==> config.mk <==
export PLATFORM = sky130hd
export DESIGN_NAME = boot_loader
export DESIGN_NICKNAME = d
export VERILOG_FILES = /design/src/rtl/boot_loader_pkg.sv /design/src/rtl/boot_loader_hold_timer.sv /design/src/rtl/boot_loader.sv
export SDC_FILE = /design/constraint.sdc
export NUM_CORES = 1
export LEC_CHECK = 0
export BUFFER_PORTS_ARGS = -buffer_cell sky130_fd_sc_hd__buf_4
export CAP_MARGIN = 20
export CORE_ASPECT_RATIO = 1.2
export CORE_MARGIN = 8
export CORE_UTILIZATION = 59
export CTS_BUF_LIST = sky130_fd_sc_hd__clkbuf_16
export DETAILED_ROUTE_END_ITERATION = 16
export GPL_TIMING_DRIVEN = 0
export MAX_ROUTING_LAYER = met4
export PLACE_DENSITY = 0.85
export SYNTH_ARGS = -nofsm -noshare
export SYNTH_HDL_FRONTEND = slang
export SYNTH_HIERARCHICAL = 1
export SYNTH_SLANG_ARGS = --single-unit
==> constraint.sdc <==
create_clock -name clk -period 3.35 [get_ports clk]
set_input_delay 0.1675 -clock clk [delete_from_list [all_inputs] [get_ports clk]]
set_output_delay 0.1675 -clock clk [all_outputs]
set_load 0.02 [all_outputs]
==> src/rtl/boot_loader_pkg.sv <==
// boot_loader_pkg: shared types and constants for the program-image loader.
//   state_e         loader state encoding
//   WORD_BYTES      byte stride between consecutive instruction words
//   HDR_*_IDX       position of each header field in the host word stream
package boot_loader_pkg;

  typedef enum logic [2:0] {
    ST_IDLE,
    ST_GET_ADDR,
    ST_GET_COUNT,
    ST_LOAD,
    ST_CHECK,
    ST_START,
    ST_RUN,
    ST_ERROR
  } state_e;

  localparam int unsigned WORD_BYTES    = 4;
  localparam int unsigned HDR_ADDR_IDX  = 0;
  localparam int unsigned HDR_COUNT_IDX = 1;

  // State that receives the header field at stream position idx.
  function automatic state_e hdr_state(input int unsigned idx);
    return (idx == HDR_ADDR_IDX) ? ST_GET_ADDR : ST_GET_COUNT;
  endfunction

endpackage

==> src/rtl/boot_loader_hold_timer.sv <==
// loader_hold_timer: down-counter that times how long the CPU stays parked
// once the image is in memory.
//   clk, reset  clock and synchronous active-high reset
//   load_i      reload the counter with HOLD_CYCLES
//   en_i        count one cycle down (saturates at zero)
//   expired_o   registered flag, set once HOLD_CYCLES enabled cycles have elapsed
module loader_hold_timer #(
  parameter int unsigned HOLD_CYCLES = 2
) (
  input  logic clk,
  input  logic reset,
  input  logic load_i,
  input  logic en_i,
  output logic expired_o
);

  localparam int unsigned CNT_W = (HOLD_CYCLES < 1) ? 1 : $clog2(HOLD_CYCLES + 1);

  logic [CNT_W-1:0] cnt_q;
  logic             expired_q;

  // Expiry is registered alongside the count so it rises in the same cycle
  // the count reaches zero.
  always_ff @(posedge clk) begin
    if (reset) begin
      cnt_q     <= '0;
      expired_q <= 1'b0;
    end else if (load_i) begin
      cnt_q     <= CNT_W'(HOLD_CYCLES);
      expired_q <= (HOLD_CYCLES == 0);
    end else if (en_i) begin
      if (cnt_q != '0) cnt_q <= cnt_q - CNT_W'(1);
      expired_q <= (cnt_q <= CNT_W'(1));
    end
  end

  assign expired_o = expired_q;

endmodule

==> src/rtl/boot_loader.sv <==
// boot_loader: receives a program image (base address, word count, payload)
// over a valid/ready stream, writes it into instruction memory and then
// releases the CPU from the start vector.
//   clk, reset                  clock, synchronous active-high reset
//   s_valid/s_ready/s_data      host word stream
//   imem_we/imem_addr/imem_wdata  instruction-memory write port
//   pcSelect/startAddress       park the CPU PC at the start vector while 1
//   busy/done/error             load in progress / released (sticky) / bad image (sticky)
// Optional: define LOADER_CHECKSUM_EN to require a trailing checksum word
// (32-bit wrapping sum of base, count and payload) before release.
module boot_loader
  import boot_loader_pkg::*;
#(
  parameter int unsigned DATA_W      = 32,
  parameter int unsigned ADDR_W      = 32,
  parameter int unsigned MAX_WORDS   = 1024,
  parameter int unsigned HOLD_CYCLES = 2
) (
  input  logic              clk,
  input  logic              reset,
  input  logic              s_valid,
  output logic              s_ready,
  input  logic [DATA_W-1:0] s_data,
  output logic              imem_we,
  output logic [ADDR_W-1:0] imem_addr,
  output logic [DATA_W-1:0] imem_wdata,
  output logic              pcSelect,
  output logic [31:0]       startAddress,
  output logic              busy,
  output logic              done,
  output logic              error
);

  localparam int unsigned REM_W = $clog2(MAX_WORDS + 1);
`ifdef LOADER_CHECKSUM_EN
  localparam state_e AFTER_IMAGE = ST_CHECK;
`else
  localparam state_e AFTER_IMAGE = ST_START;
`endif

  state_e            state_q, state_d;
  logic [ADDR_W-1:0] ptr_q, ptr_d;
  logic [REM_W-1:0]  remain_q, remain_d;
  logic [31:0]       start_q, start_d;
  logic              s_ready_q, s_ready_d;
  logic              we_q, we_d;
  logic [ADDR_W-1:0] addr_q, addr_d;
  logic [DATA_W-1:0] wdata_q, wdata_d;
  logic              pcsel_q, pcsel_d;
  logic              busy_q, busy_d;
  logic              done_q, done_d;
  logic              error_q, error_d;
`ifdef LOADER_CHECKSUM_EN
  logic [31:0]       csum_q, csum_d;
`endif
  logic              xfer;
  logic              hold_load, hold_en, hold_expired;

  loader_hold_timer #(.HOLD_CYCLES(HOLD_CYCLES)) u_hold (
    .clk       (clk),
    .reset     (reset),
    .load_i    (hold_load),
    .en_i      (hold_en),
    .expired_o (hold_expired)
  );

  // Next-state, datapath and output decode.
  always_comb begin
    state_d  = state_q;
    ptr_d    = ptr_q;
    remain_d = remain_q;
    start_d  = start_q;
    we_d     = 1'b0;
    addr_d   = addr_q;
    wdata_d  = wdata_q;
`ifdef LOADER_CHECKSUM_EN
    csum_d   = csum_q;
`endif
    xfer     = s_valid && s_ready_q;

    case (state_q)
      ST_IDLE: state_d = hdr_state(HDR_ADDR_IDX);
      ST_GET_ADDR: if (xfer) begin
        if (s_data[1:0] != 2'b00) begin
          state_d = ST_ERROR;
        end else begin
          start_d = 32'(s_data);
          ptr_d   = ADDR_W'(s_data);
`ifdef LOADER_CHECKSUM_EN
          csum_d  = 32'(s_data);
`endif
          state_d = hdr_state(HDR_COUNT_IDX);
        end
      end
      ST_GET_COUNT: if (xfer) begin
`ifdef LOADER_CHECKSUM_EN
        csum_d = csum_q + 32'(s_data);
`endif
        if (s_data > DATA_W'(MAX_WORDS)) begin
          state_d = ST_ERROR;
        end else if (s_data == '0) begin
          state_d = AFTER_IMAGE;
        end else begin
          remain_d = REM_W'(s_data);
          state_d  = ST_LOAD;
        end
      end
      ST_LOAD: if (xfer) begin
        we_d     = 1'b1;
        addr_d   = ptr_q;
        wdata_d  = s_data;
        ptr_d    = ptr_q + ADDR_W'(WORD_BYTES);
        remain_d = remain_q - REM_W'(1);
`ifdef LOADER_CHECKSUM_EN
        csum_d   = csum_q + 32'(s_data);
`endif
        if (remain_q == REM_W'(1)) state_d = AFTER_IMAGE;
      end
`ifdef LOADER_CHECKSUM_EN
      ST_CHECK: if (xfer) begin
        state_d = (32'(s_data) == csum_q) ? ST_START : ST_ERROR;
      end
`endif
      ST_START: if (hold_expired) state_d = ST_RUN;
      ST_RUN, ST_ERROR: state_d = state_q;
      default: state_d = ST_IDLE;
    endcase

    // Status outputs are registered decodes of the state being entered.
    s_ready_d = state_d inside {ST_GET_ADDR, ST_GET_COUNT, ST_LOAD, ST_CHECK};
    busy_d    = state_d inside {ST_GET_ADDR, ST_GET_COUNT, ST_LOAD, ST_CHECK, ST_START};
    pcsel_d   = (state_d != ST_RUN);
    done_d    = (state_d == ST_RUN);
    error_d   = (state_d == ST_ERROR);

    // The first START cycle commits the final write; the hold runs after it.
    hold_load = (state_d == ST_START) && (state_q != ST_START);
    hold_en   = (state_q == ST_START);
  end

  // State and output registers.
  always_ff @(posedge clk) begin
    if (reset) begin
      state_q   <= ST_IDLE;
      ptr_q     <= '0;
      remain_q  <= '0;
      start_q   <= '0;
      s_ready_q <= 1'b0;
      we_q      <= 1'b0;
      addr_q    <= '0;
      wdata_q   <= '0;
      pcsel_q   <= 1'b1;
      busy_q    <= 1'b0;
      done_q    <= 1'b0;
      error_q   <= 1'b0;
`ifdef LOADER_CHECKSUM_EN
      csum_q    <= '0;
`endif
    end else begin
      state_q   <= state_d;
      ptr_q     <= ptr_d;
      remain_q  <= remain_d;
      start_q   <= start_d;
      s_ready_q <= s_ready_d;
      we_q      <= we_d;
      addr_q    <= addr_d;
      wdata_q   <= wdata_d;
      pcsel_q   <= pcsel_d;
      busy_q    <= busy_d;
      done_q    <= done_d;
      error_q   <= error_d;
`ifdef LOADER_CHECKSUM_EN
      csum_q    <= csum_d;
`endif
    end
  end

  assign s_ready      = s_ready_q;
  assign imem_we      = we_q;
  assign imem_addr    = addr_q;
  assign imem_wdata   = wdata_q;
  assign pcSelect     = pcsel_q;
  assign startAddress = start_q;
  assign busy         = busy_q;
  assign done         = done_q;
  assign error        = error_q;

endmodule

Word level (Yosys, flattened, before mapping)

Index checks and enable logic that the tools add are counted.

Register bits after elaboration: 151
Bits of input ports: 35
Output and inout bits: 102
Word-level logic and storage cells: 87

$add $sub $neg: 3
Magnitude comparators: 2
Equal/unequal tests: 22
Muxes and demuxes: 22
Bitwise operators: 2
Reductions and logical operators: 21

Operators with widths:

| cell                  | count |
|---|---|
| $mux 32               | 3 |
| $pmux 32 s2           | 1 |
| $mux 11               | 4 |
| $add 32x3->32 const B | 1 |
| $gt 32x11->1 const B  | 1 |
| $logic_not 32->1      | 1 |
| $mux 3                | 8 |
| $pmux 11 s2           | 1 |
| $eq 3x3->1 const B    | 7 |
| $pmux 3 s6            | 1 |
| $eq 3x2->1 const B    | 4 |
| $ne 2x2->1 const B    | 6 |
| $reduce_bool 2->1     | 6 |
| $eq 11x1->1 const B   | 1 |
| $sub 11x1->11 const B | 1 |
| $eq 3x1->1 const B    | 2 |
| $mux 2                | 3 |
| $ne 3x3->1 const B    | 2 |
| $reduce_and 2->1      | 3 |
| $reduce_or 2->1       | 3 |
| $reduce_and 5->1      | 1 |
| $reduce_bool 5->1     | 1 |
| $reduce_and 4->1      | 1 |
| $reduce_bool 4->1     | 1 |
| 7 further kinds       | 9 |

Depth between registers and ports, before layout

Gate-level depths: netlist of the first run.

Word-level depth: 9
Depth in mapped cells: 9
Gate-level depth less buffers: 7

Cells and area by module

The synthesis of the first run kept the hierarchy.

Modules (own cells, without submodules):

| module            | instances | cells an instance | area each (µm²) | seq. area each (µm²) |
|---|---|---|---|---|
| boot_loader       | 1         | 840               | 6618.8          | 2962.8 |
| loader_hold_timer | 1         | 12                | 120.1           | 60.1 |

Worst setup path after synthesis of the first run

No wires, ideal clock.

Path kind: reg-to-reg
Start: register remain_q[0]
End: register remain_q[10]
Setup time: 132 ps
Arrival: 1752 ps
Data required time: 3218 ps
Slack: 1467 ps
Stages on the path, launching flop included: 9
Path buffers: 1
Period minus slack after synthesis: 1883 ps
Cells stage by stage: dfxtp_1 > inv_1 > ha_1 > or4b_2 > clkbuf_1 > nor4_1 > o21ai_0 > a21oi_1 > o32ai_1

Word-level cells in the longest chain between the ends: 3

RTL lines:

| item                   | RTL line           | source |
|---|---|---|
| from (decl)            | boot_loader.sv:43  | `logic [REM_W-1:0] remain_q, remain_d;` |
| from (signal assigned) | boot_loader.sv:162 | `remain_q <= remain_d;` |
| $sub 11x1->11          | boot_loader.sv:113 | `remain_d = remain_q - REM_W'(1);` |
| $mux 11                | boot_loader.sv:108 | `ST_LOAD: if (xfer) begin` |
| $pmux 11 s2            | boot_loader.sv:81  | `case (state_q)` |

Every way passes these cells. The select of a mux whose other input is x is not followed.
A chain may end at the register's enable or synchronous reset.

Worst setup path after layout of the first run

Start: register state_q[2]
End: register ptr_q[31]

Word-level cells in the longest chain between the ends: 3
Elaborated cells on any way between the ends: 8
Those cells by class: eq/ne (5); mux (1); reduce/logical (2)

RTL lines:

| item                                                             | RTL line           | source |
|---|---|---|
| from (decl)                                                      | boot_loader.sv:41  | `state_e state_q, state_d;` |
| from (signal assigned)                                           | boot_loader.sv:160 | `state_q <= state_d;` |
| $eq 3x1->1 or $eq 3x2->1 (tied branches)                         | boot_loader.sv:81  |  |
| $ne 2x2->1 (no source line) or $reduce_bool 2->1 (tied branches) | --                 |  |
| $reduce_and 4->1 (no source line)                                | --                 |  |
| to (signal assigned)                                             | boot_loader.sv:161 | `ptr_q <= ptr_d;` |
| to (decl)                                                        | boot_loader.sv:42  | `logic [ADDR_W-1:0] ptr_q, ptr_d;` |

Several ways; a longest one is shown, not always the timed one.

==> results of run 1 <==
==> worst paths after layout <==
| kind | slack, ns | cells past startpoint | from | end |
|---|---|---|---|---|
| setup reg to reg | 1.06 | 6 | state_q[2]$_SDFF_PP0_ | ptr_q[31]$_SDFFE_PP0P_ |
| hold / removal | 0.02 | 3 | s_data[1] | imem_wdata[1]$_SDFFE_PP0P_ |
| hold reg to reg | 0.45 | 2 | imem_addr[16]$_SDFFE_PP0P_ | imem_addr[16]$_SDFFE_PP0P_ |
| setup / recovery | 1.06 | 6 | state_q[2]$_SDFF_PP0_ | ptr_q[31]$_SDFFE_PP0P_ |
==> per-stage QoR <==
step	total power, W	utilization	instances
floorplan	0.00208	-	852
global placement	0.00223	0.717	1142
detailed placement	0.00223	0.717	1142
CTS	0.00407	0.770	1175
global route	0.00419	0.770	1175
finish	0.00409	0.770	1175
==> routing by layer <==
metal | wire length [um] | global-route usage | vias up | share of wire
li1 | - | - | 3338 | -
met1 | 8770 | 0.357 | 3318 | 0.38
met2 | 10900 | 0.489 | 425 | 0.47
met3 | 2260 | 0.0842 | 90 | 0.099
met4 | 1000 | 0.168 | 0 | 0.044
met5 | 0 | - | - | 0
==> cell families after synthesis <==
family / count (synthesis)
fa+ha+maj: 3
buf+inv: 77
compound gates: 240
mux: 3
simple gates: 378
flops: 151
==> flip-flops by register name, indices dropped and copies added, names as in the netlist, 2 cells and up <==
register / count
imem_addr: 32
imem_wdata: 32
ptr_q: 32
startAddress: 32
remain_q: 11
state_q: 3
u_hold/cnt_q: 2
==> power groups by stage <==
stage                     Combinational (W)  Sequential, W  Clock, W
after floorplan                    0.000180        0.00190         0
after global placement             0.000342        0.00189         0
after detailed placement           0.000344        0.00189         0
after CTS                          0.000348        0.00185   0.00188
after global routing               0.000381        0.00185   0.00196
final                              0.000357        0.00185   0.00188
==> worst max-delay path: stages, from the launching register on <==
cell and delay (ns):
dfxtp_1 0.38, and3b_1 0.35, o211ai_1 0.27, nor2_1 0.62, buf_2 0.35, a22oi_1 0.10, o22ai_1 0.14
==> cells in the final DEF (no fill, tap or decap), types with 8 or more instances in the layout <==
| cell type | count |
|---|---|
| a21oi_1 | 132 |
| and3_1 | 12 |
| nand2_1 | 226 |
| inv_1 | 12 |
| nor2_1 | 39 |
| nand3_1 | 18 |
| nor3_1 | 17 |
| clkbuf_16 | 17 |
| buf_2 | 18 |
| buf_4 | 136 |
| nand4_1 | 8 |
| clkbuf_1 | 42 |
| dfxtp_1 | 151 |
| o32ai_1 | 8 |
| o21ai_0 | 22 |
==> cell type report <==
class	instances	area [um^2]	area share
clock buffers	17	425	0.0498
plain buffers	66	280	0.0328
repair buffers	137	1030	0.121
flip-flops and latches	151	3020	0.354
well taps	154	193	0.0226
inverters	11	41.3	0.00483
multi-input cells	624	3390	0.397
clock inverters	15	154	0.0180
==> results by group, run 1 <==
Placed design
  • RePlAce Congestion: 1.05
  • IO Port Bufs: approximately 140
  • Area after DPL: roughly 8000 um^2
  • DP HPWL: between 15000 and 20000 um
  • Setup WS pre-CTS: 0.975 ns

Clock network
  • Hold-fix buffers, CTS: 1
  • CTS root buffer: clkbuf_16
  • Total CTS buffers: 17
  • Clock transition at path regs: 0.06 ns
  • Max Root-Sink Buffers: 2
  • Postcts setup bufs: 0
  • Clock insertion delay at the later pin of the skew report: roughly 0.43 ns
  • Clk sinks: 151
  • Post_cts resized: 0
  • H-tree depth: 4
  • CTS tree: yes

Synthesis
  • Netlist Area Pre-Place: approximately 6700 um^2
  • Multiplexer share of the synthesized area: 0.00446
  • Syn Inst Count: 852
  • Post-Syn Nets: 890
  • Post-synthesis sequential area ratio: 0.449
  • Largest family of logic cells by synthesized area: simple AND/OR/NAND/NOR gates
  • Top cells by count, synth: nand2_1, dfxtp_1, a21oi_1
  • Top-count cell post-synth: nand2_1
  • Synthesized-area fraction occupied by adder cells: 0.00557
  • Top FF cell, synth: dfxtp_1
  • Fraction of registers with async set/reset: 0
  • XOR/XNOR share of the synthesized area: 0
  • Share of the synthesized area in the top cell type: 0.449
  • Simple-gate area share of the yosys netlist: 0.269
  • Avg Cell Area, Syn: 7.91 um^2
  • Syn. warnings: 6
  • Synthesized flop and latch total: about 150
  • Post-synthesis compound-gate area fraction: 0.224
  • Synth area leaders: dfxtp_1, nand2_1, a21oi_1, clkbuf_1, nor2_1
  • Largest area contributor in the netlist: dfxtp_1
  • Post-synth cell types: 70
  • EDFF count, synth: 0

Critical path
  • Critical Path RT: about 3.7 ns
  • Worst setup EP type: register
  • Critical path startpoint category: register
  • Crit-path max FO: 10
  • Arrival time at the worst endpoint: 2.64 ns
  • Critical path class: reg -> reg

Finish
  • Share of layout cells above drive strength 1: 0.209
  • # diodes: 0
  • Fill cell count: around 850
  • Fin area: between 8000 and 9000 um^2
  • Area Growth Syn to Fin: 26.8%
  • Layout Nets: between 1000 and 1500

Drt
  • Final ANT Viol Nets: 0
  • Vias: 7171
  • Routed WL: approximately 23000 um
  • DRC: 0
  • Pre-antenna DRT Iters: 8
  • Wirelength per Cell: between 15 and 20 um
  • Via/cell ratio: 6.10
  • Initial DRC count: 826

Global route
  • GRT Overall Usage: 0.313
  • Initial antenna violation count: 0
  • First-pass GRT wire length: about 37000 um
  • Vias in the first global route: ~7000
  • Largest net degree at the start of global routing: 17
  • GRT overflow: 0

Timing
  • Relative slew slack: 0.497
  • Worst hold margin: approximately 0.016 ns
  • Final Hold Vio Count: 0
  • Tcrit/Tclk final: 0.684
  • Measured slew at the worst slew-check pin: roughly 0.75 ns
  • Setup TNS: 0 ns
  • Minimum clock period: 2.29 ns
  • Final setup viols: 0
  • Final Skew: between 0.006 and 0.007 ns
  • Pins Over Slew Limit: 0
  • PnR worst setup slack: ~1.1 ns
  • RSZ-0062 raised after global routing: no
  • Highest Clock Rate: around 440 MHz

Power and ir drop
  • Sw Pwr: 0.00104 W
  • Power per cell area: between 400 and 500 nW/um^2
  • Leak: roughly 3.3 nW
  • Internal power: approximately 0.0030 W
  • Worst vdd ir: 0.398 mV
  • Gate power share: 0.087
  • Sw frac: 0.255
  • Reg power frac: 0.452
  • Clock power frac: 0.460

Floorplanning
  • Core ar.: ~11000 um^2
  • Die area: 15100 um^2
  • Starting Density: 0.608
  • Die height: roughly 130 um
  • Rows: 42
  • Die width: ~110 um
  • # IOs: roughly 140

Run
  • Max Cap Violations: 0

Worst hold path
  • Worst Hold Class: in -> reg

Run status
  • Status: finished clean
Power figures use the tool's default switching activity.
==> run 2, diff against run 1 <==
--- a/config.mk
+++ b/config.mk
@@ -9,12 +9,12 @@
 export CAP_MARGIN = 20
 export CORE_ASPECT_RATIO = 1.2
 export CORE_MARGIN = 8
-export CORE_UTILIZATION = 59
+export CORE_UTILIZATION = 50
 export CTS_BUF_LIST = sky130_fd_sc_hd__clkbuf_16
 export DETAILED_ROUTE_END_ITERATION = 16
 export GPL_TIMING_DRIVEN = 0
 export MAX_ROUTING_LAYER = met4
-export PLACE_DENSITY = 0.85
+export PLACE_DENSITY = 0.77
 export SYNTH_ARGS = -nofsm -noshare
 export SYNTH_HDL_FRONTEND = slang
 export SYNTH_HIERARCHICAL = 1
==> constraint.sdc (replaced) <==
create_clock -name clk -period 1.87 [get_ports clk]
set_input_delay 0.0935 -clock clk [delete_from_list [all_inputs] [get_ports clk]]
set_output_delay 0.0935 -clock clk [all_outputs]
set_load 0.02 [all_outputs]
==> results by group, run 2 (synthesized netlist as in run 1, its figures left out) <==
Run status
  • Status: finished, violations left (was finished clean)
  • Violated checks: negative setup slack

Drt
  • Met3 WL: 1980 um (was 2260 um)
  • DRC: 0 (unchanged)
  • Final ANT Viol Nets: 0 (unchanged)
  • Vias: 7336 (was 7171)
  • Max Used Layer: met4 (unchanged)
  • Wire length on met2: 12000 um (was 10900 um)
  • Pre-antenna DRT Iters: 7 (was 8)
  • Routed WL: 24800 um (was 22900 um)
  • Initial DRC count: 803 (was 826)
  • Via/cell ratio: 5.93 (was 6.10)
  • Wirelength per Cell: 20.0 um (was 19.5 um)
  • Met1 WL: 9500 um (was 8770 um)

Worst hold path
  • Worst Hold Class: in -> reg (unchanged)
  • Hold path start: s_data[0] (was s_data[1])
  • Worst hold path stage count: 3 (unchanged)
  • Hold EP: remain_q[0]$_SDFFE_PP0P_ (was imem_wdata[1]$_SDFFE_PP0P_)

Global route
  • First-pass GRT wire length: 37400 um (was 36600 um)
  • GRT Overall Usage: 0.284 (was 0.313)
  • Largest net degree at the start of global routing: 17 (unchanged)
  • Vias in the first global route: 6871 (was 6972)
  • Initial antenna violation count: 0 (unchanged)
  • GRT overflow: 0 (unchanged)

Clock network
  • Clk sinks: 151 (unchanged)
  • H-tree depth: 4 (unchanged)
  • CTS root buffer: clkbuf_16 (unchanged)
  • Clock transition at path regs: 0.06 ns (about the same)
  • Total CTS buffers: 17 (unchanged)
  • CTS tree: yes (unchanged)
  • Clock insertion delay at the later pin of the skew report: 0.43 ns (about the same)
  • Max Root-Sink Buffers: 2 (unchanged)

Floorplanning
  • Core ar.: 13200 um^2 (was 11100 um^2)
  • Starting Density: 0.511 (was 0.608)
  • Rows: 46 (was 42)
  • # IOs: 137 (unchanged)
  • Die height: 143 um (was 133 um)
  • Die area: 17500 um^2 (was 15100 um^2)
  • Die width: 122 um (was 114 um)

Timing
  • Highest Clock Rate: roughly 530 MHz
  • RSZ-0062 raised after global routing: yes (was no)
  • Final Skew: 0.00547 ns (was 0.00615 ns)
  • Setup TNS: -0.00722 ns (was 0 ns)
  • Pins Over Slew Limit: 0 (unchanged)
  • Final Hold Vio Count: 0 (unchanged)
  • PnR worst setup slack: -0.00722 ns (was 1.06 ns)
  • Final setup viols: 1 (was 0)
  • Minimum clock period: ~1.9 ns
  • Worst hold margin: 0.0212 ns (was 0.0163 ns)
  • Measured slew at the worst slew-check pin: 0.799 ns (was 0.754 ns)
  • Tcrit/Tclk final: 1.00
  • Relative slew slack: 0.467 (was 0.497)

Run
  • Max Cap Violations: 0 (unchanged)

Critical path
  • Critical path startpoint category: input port (was register)
  • CP max stage delay: 0.66 ns (was 0.62 ns)
  • Worst r2r path cells: 6 (unchanged)
  • Arrival time at the worst endpoint: 2.16 ns (was 2.64 ns)
  • Worst R2R End: u_hold/expired_o$_SDFFE_PP0P_ (was ptr_q[31]$_SDFFE_PP0P_)
  • Worst setup EP type: register (unchanged)
  • Slowest CP cell: nor4_1 (was nor2_1)
  • Critical path class: in -> reg (was reg -> reg)
  • R2R Setup Slk: 0 ns (was 1.06 ns)
  • Critical Path RT: 2.16 ns (was 3.70 ns)
  • Reg-to-reg critical path startpoint: remain_q[3]$_SDFFE_PP0P_ (was state_q[2]$_SDFF_PP0_)
  • Crit-path max FO: 7 (was 10)
  • Critical-path cell list: buf_4, nor4_1, and4_1, nand4_1, a221oi_1, o32ai_1 (was and3b_1, o211ai_1, nor2_1, buf_2, a22oi_1, o22ai_1)

Placed design
  • IO Port Bufs: 136 (unchanged)
  • DP HPWL: 16900 um (was 16500 um)
  • Setup WS pre-CTS: -0.446 ns (was 0.975 ns)
  • RePlAce Congestion: 0.982 (was 1.05)
  • Placed Instances: 1156 (was 1142)

Finish
  • Seq. cell area: 3050 um^2 (was 3020 um^2)
  • Most common cell after layout, fill and taps aside: nand2_1 (unchanged)
  • Share of layout cells above drive strength 1: 0.273 (was 0.209)
  • Most frequent cells in the layout: nand2_1, buf_4, dfxtp_1, a21oi_1, nor2_1 (was nand2_1, dfxtp_1, buf_4, a21oi_1, clkbuf_1)
  • Area Growth Syn to Fin: 38.4% (was 26.8%)
  • Fill cell count: 1056 (was 849)
  • # diodes: 0 (unchanged)
  • Area occupied by multi-input gates: 3580 um^2 (was 3390 um^2)
  • Layout Nets: 1095 (was 1046)
  • Final std cells w/o fill: 1237 (was 1175)

Power and ir drop
  • Power per cell area: 811 nW/um^2 (was 478 nW/um^2)
  • Leak: 3.64 nW (was 3.25 nW)
  • Tot Pwr: 0.00757 W (was 0.00409 W)
  • Worst vdd ir: 0.761 mV (was 0.398 mV)
[run 2: changes by cell type in the layout (fill, tap and decap cells not counted), sizes merged]
cell         before  now
dlygate4sd3       1   35
buf             158  181
clkbuf           61   53
clkinv            5    8
clkinvlp          4    1
inv              15   12
bufinv            2    4
[run 2: layout make-up]
cell class | instances | share of cell area
Buffer | 61 | 0.0362
Multi-Input combinational cell | 624 | 0.384
Sequential cell | 151 | 0.327
Clock buffer | 17 | 0.0456
Inverter | 11 | 0.00443
Clock inverter | 14 | 0.0178
Timing Repair Buffer | 191 | 0.163
Tap cell | 168 | 0.0225
[run 2: stage by stage]
stage | cell area [um^2] | utilization
2_1_floorplan | 6750 | -
3_3_place_gp | 7980 | 0.605
3_5_place_dp | 7980 | 0.605
4_1_cts | 9070 | 0.689
5_1_grt | 9330 | 0.708
6_report | 9330 | 0.708
[run 2: worst max-delay path by stage]
stage / startpoint / end / slack [ns] / depth (start not counted)
floorplan: remain_q[3]$_SDFFE_PP0P_ / u_hold/expired_o$_SDFFE_PP0P_ / 0.03 / 6
finish: s_data[13] / remain_q[3]$_SDFFE_PP0P_ / -0.007 / 6
detailed placement: s_data[13] / u_hold/expired_o$_SDFFE_PP0P_ / -0.45 / 7
CTS: ptr_q[2]$_SDFFE_PP0P_ / ptr_q[26]$_SDFFE_PP0P_ / -0.008 / 6
global route: remain_q[3]$_SDFFE_PP0P_ / u_hold/cnt_q[1]$_SDFFE_PP0P_ / -0.12 / 7
global placement: s_data[13] / u_hold/expired_o$_SDFFE_PP0P_ / -0.42 / 7
[run 2: what timing repair did]
action | CTS | global route
pin swaps | 8 | 9
hold endpoints to repair | 69 | 3
hold buffers | 34 | 1
endpoints found under the setup margin | 133 | 101
resized for setup | 44 | 64
buffers inserted | 7 | 13
[run 2: where the power goes]
group	internal, W	switching (W)
Clock	0.00218	0.00131
Combinational	0.000300	0.000454
Sequential	0.00327	0.0000468
[run 2: worst max-delay path, delay by kind of cell]
family | cells | cell delay (ns)
AO/OA/AOI/OAI | 2 | 0.50
buffers and inverters | 1 | 0.12
AND/OR/NAND/NOR | 3 | 1.44
[run 2: routing by layer]
metal	vias up	track usage
met5	-	-
met4	0	0.177
met3	112	0.0605
met2	394	0.447
met1	3382	0.325
li1	3448	-
==> run 3, diff against run 2 <==
--- a/config.mk
+++ b/config.mk
@@ -7,15 +7,18 @@
 export LEC_CHECK = 0
 export BUFFER_PORTS_ARGS = -buffer_cell sky130_fd_sc_hd__buf_4
 export CAP_MARGIN = 20
+export CELL_PAD_IN_SITES_DETAIL_PLACEMENT = 2
+export CELL_PAD_IN_SITES_GLOBAL_PLACEMENT = 2
 export CORE_ASPECT_RATIO = 1.2
 export CORE_MARGIN = 8
-export CORE_UTILIZATION = 50
+export CORE_UTILIZATION = 28
 export CTS_BUF_LIST = sky130_fd_sc_hd__clkbuf_16
 export DETAILED_ROUTE_END_ITERATION = 16
 export GPL_TIMING_DRIVEN = 0
 export MAX_ROUTING_LAYER = met4
-export PLACE_DENSITY = 0.77
+export PLACE_DENSITY_LB_ADDON = 0.1
 export SYNTH_ARGS = -nofsm -noshare
 export SYNTH_HDL_FRONTEND = slang
 export SYNTH_HIERARCHICAL = 1
 export SYNTH_SLANG_ARGS = --single-unit
+export TNS_END_PERCENT = 1
==> results by group, run 3 (synthesized netlist as in run 1, its figures left out) <==
Timing
  • Final setup viols: 6 (was 1)
  • Pins Over Slew Limit: 0 (unchanged)
  • Measured slew at the worst slew-check pin: 0.895 ns (was 0.799 ns)
  • Tcrit/Tclk final: 1.06 (was 1.00)
  • Worst hold margin: 0.0292 ns (was 0.0212 ns)
  • Relative slew slack: 0.404 (was 0.467)
  • Final Hold Vio Count: 0 (unchanged)
  • Final Skew: 0.0116 ns (was 0.00547 ns)
  • Highest Clock Rate: 505 MHz (was 533 MHz)
  • Setup TNS: -0.433 ns (was -0.00722 ns)
  • PnR worst setup slack: -0.112 ns (was -0.00722 ns)
  • RSZ-0062 raised after global routing: yes (unchanged)
  • Minimum clock period: 1.98 ns (was 1.88 ns)

Run status
  • Status: finished, violations left (unchanged)
  • Violated checks: negative setup slack (unchanged)

Global route
  • Largest net degree at the start of global routing: 17 (unchanged)
  • GRT Overall Usage: 0.227 (was 0.284)
  • Vias in the first global route: 7898 (was 6871)
  • Initial antenna violation count: 0 (unchanged)
  • First-pass GRT wire length: 48300 um (was 37400 um)
  • GRT overflow: 0 (unchanged)

Finish
  • Area Growth Syn to Fin: 40.1% (was 38.4%)
  • Most frequent cells in the layout: nand2_1, buf_4, dfxtp_1, a21oi_1, nor2_1 (unchanged)
  • Most common cell after layout, fill and taps aside: nand2_1 (unchanged)
  • # diodes: 0 (unchanged)
  • Final std cells w/o fill: 1381 (was 1237)
  • Fin area: 9440 um^2 (was 9330 um^2)
  • Layout Nets: 1086 (was 1095)
  • Share of layout cells above drive strength 1: 0.270 (was 0.273)

Clock network
  • Total CTS buffers: 17 (unchanged)
  • CTS tree: yes (unchanged)
  • CTS root buffer: clkbuf_16 (unchanged)
  • Max Root-Sink Buffers: 2 (unchanged)
  • Clock transition at path regs: 0.07 ns (was 0.06 ns)
  • H-tree depth: 4 (unchanged)
  • Clock insertion delay at the later pin of the skew report: 0.43 ns (about the same)
  • Clk sinks: 151 (unchanged)

Floorplanning
  • Core ar.: 23800 um^2 (was 13200 um^2)
  • Die area: 29300 um^2 (was 17500 um^2)
  • # IOs: 137 (unchanged)
  • Die width: 158 um (was 122 um)
  • Die height: 186 um (was 143 um)
  • Rows: 62 (was 46)
  • Starting Density: 0.283 (was 0.511)

Placed design
  • DP HPWL: 22400 um (was 16900 um)
  • Placed Instances: 1308 (was 1156)
  • Area after DPL: 8170 um^2 (was 7980 um^2)
  • Setup WS pre-CTS: -0.678 ns (was -0.446 ns)
  • RePlAce Congestion: 0.816 (was 0.982)
  • IO Port Bufs: 136 (unchanged)

Drt
  • Vias: 7305 (was 7336)
  • Routed WL: 31900 um (was 24800 um)
  • Initial DRC count: 379 (was 803)
  • Final ANT Viol Nets: 0 (unchanged)
  • DRC: 0 (unchanged)
  • Wirelength per Cell: 23.1 um (was 20.0 um)
  • Via/cell ratio: 5.29 (was 5.93)
  • Pre-antenna DRT Iters: 4 (was 7)

Critical path
  • Critical path class: reg -> reg (was in -> reg)
  • Worst setup EP type: register (unchanged)
  • Critical path startpoint category: register (was input port)
  • Arrival time at the worst endpoint: 2.36 ns (was 2.16 ns)
  • Crit-path max FO: 3 (was 7)
  • Critical Path RT: 2.25 ns (was 2.16 ns)

Power and ir drop
  • Worst vdd ir: 0.594 mV (was 0.761 mV)
  • Power per cell area: 807 nW/um^2 (was 811 nW/um^2)
  • Leak: 3.60 nW (was 3.64 nW)

Worst hold path
  • Worst Hold Class: in -> reg (unchanged)

Run
  • Max Cap Violations: 0 (unchanged)
run 3: cell count changes in the layout (fill, tap and decap cells not counted), moves of 3 or more:
| cell | previous run | this run |
|---|---|---|
| buf_6 | 3 | 8 |
| buf_4 | 164 | 156 |
| buf_2 | 13 | 5 |
| clkbuf_4 | 3 | 6 |
| clkinv_1 | 7 | 2 |
| inv_6 | 0 | 4 |
run 3: per-stage QoR:
stage                     utilization  total power [W]
after floorplan                     -          0.00372
after global placement          0.343          0.00407
after detailed placement        0.343          0.00408
after CTS                       0.393          0.00769
after global routing            0.396          0.00790
final                           0.396          0.00762
run 3: layer usage:
| layer | global-route usage | routed length [um] | vias to the layer above |
|---|---|---|---|
| li1 | - | - | 3416 |
| met1 | 0.261 | 13600 | 3668 |
| met5 | - | 0 | - |
| met4 | 0.0847 | 845 | 0 |
| met2 | 0.390 | 16300 | 180 |
| met3 | 0.0367 | 1120 | 41 |
run 3: worst paths after layout:
kind / depth (start not counted) / slack, ns / endpoint / startpoint
setup / recovery: 7 / -0.11 / u_hold/cnt_q[1]$_SDFFE_PP0P_ / remain_q[5]$_SDFFE_PP0P_
hold / removal: 3 / 0.03 / startAddress[26]$_SDFFE_PP0P_ / s_data[26]
setup reg to reg: 7 / -0.11 / u_hold/cnt_q[1]$_SDFFE_PP0P_ / remain_q[5]$_SDFFE_PP0P_
hold reg to reg: 2 / 0.46 / imem_addr[20]$_SDFFE_PP0P_ / imem_addr[20]$_SDFFE_PP0P_
run 3: cell type report:
type,instances,area (um^2)
buffer,63,392
clock buffer,17,425
clock inverter,15,153
fill,2782,14400
inverter,11,41.3
multi-input combinational,624,3550
sequential,151,3040
tap,320,400
timing repair buffer,180,1440
run 3: critical path, stage by stage, from the launching register on:
cell	delay, ns
dfxtp_4	0.35
or3_4	0.41
nor4_4	0.21
a41o_1	0.28
nand3_2	0.13
nor4b_4	0.38
a21oi_1	0.07
nor2_1	0.09
run 3: report_power, final:
part | internal (W) | total (W) | switching [W] | leakage [nW]
registers | 0.00327 | 0.00332 | 0.0000491 | 1.23
clock network | 0.00197 | 0.00350 | 0.00153 | 0.279
logic | 0.000299 | 0.000799 | 0.000500 | 2.10
total | 0.00554 | 0.00762 | 0.00208 | 3.60
run 3: timing repair:
item / in CTS / in global routing
hold endpoints to repair: 66 / 0
gates resized for setup: 76 / 40
endpoints found under the setup margin: 143 / 130
buffers inserted: 10 / 0
hold buffers: 34 / 0
pin swaps: 10 / 7
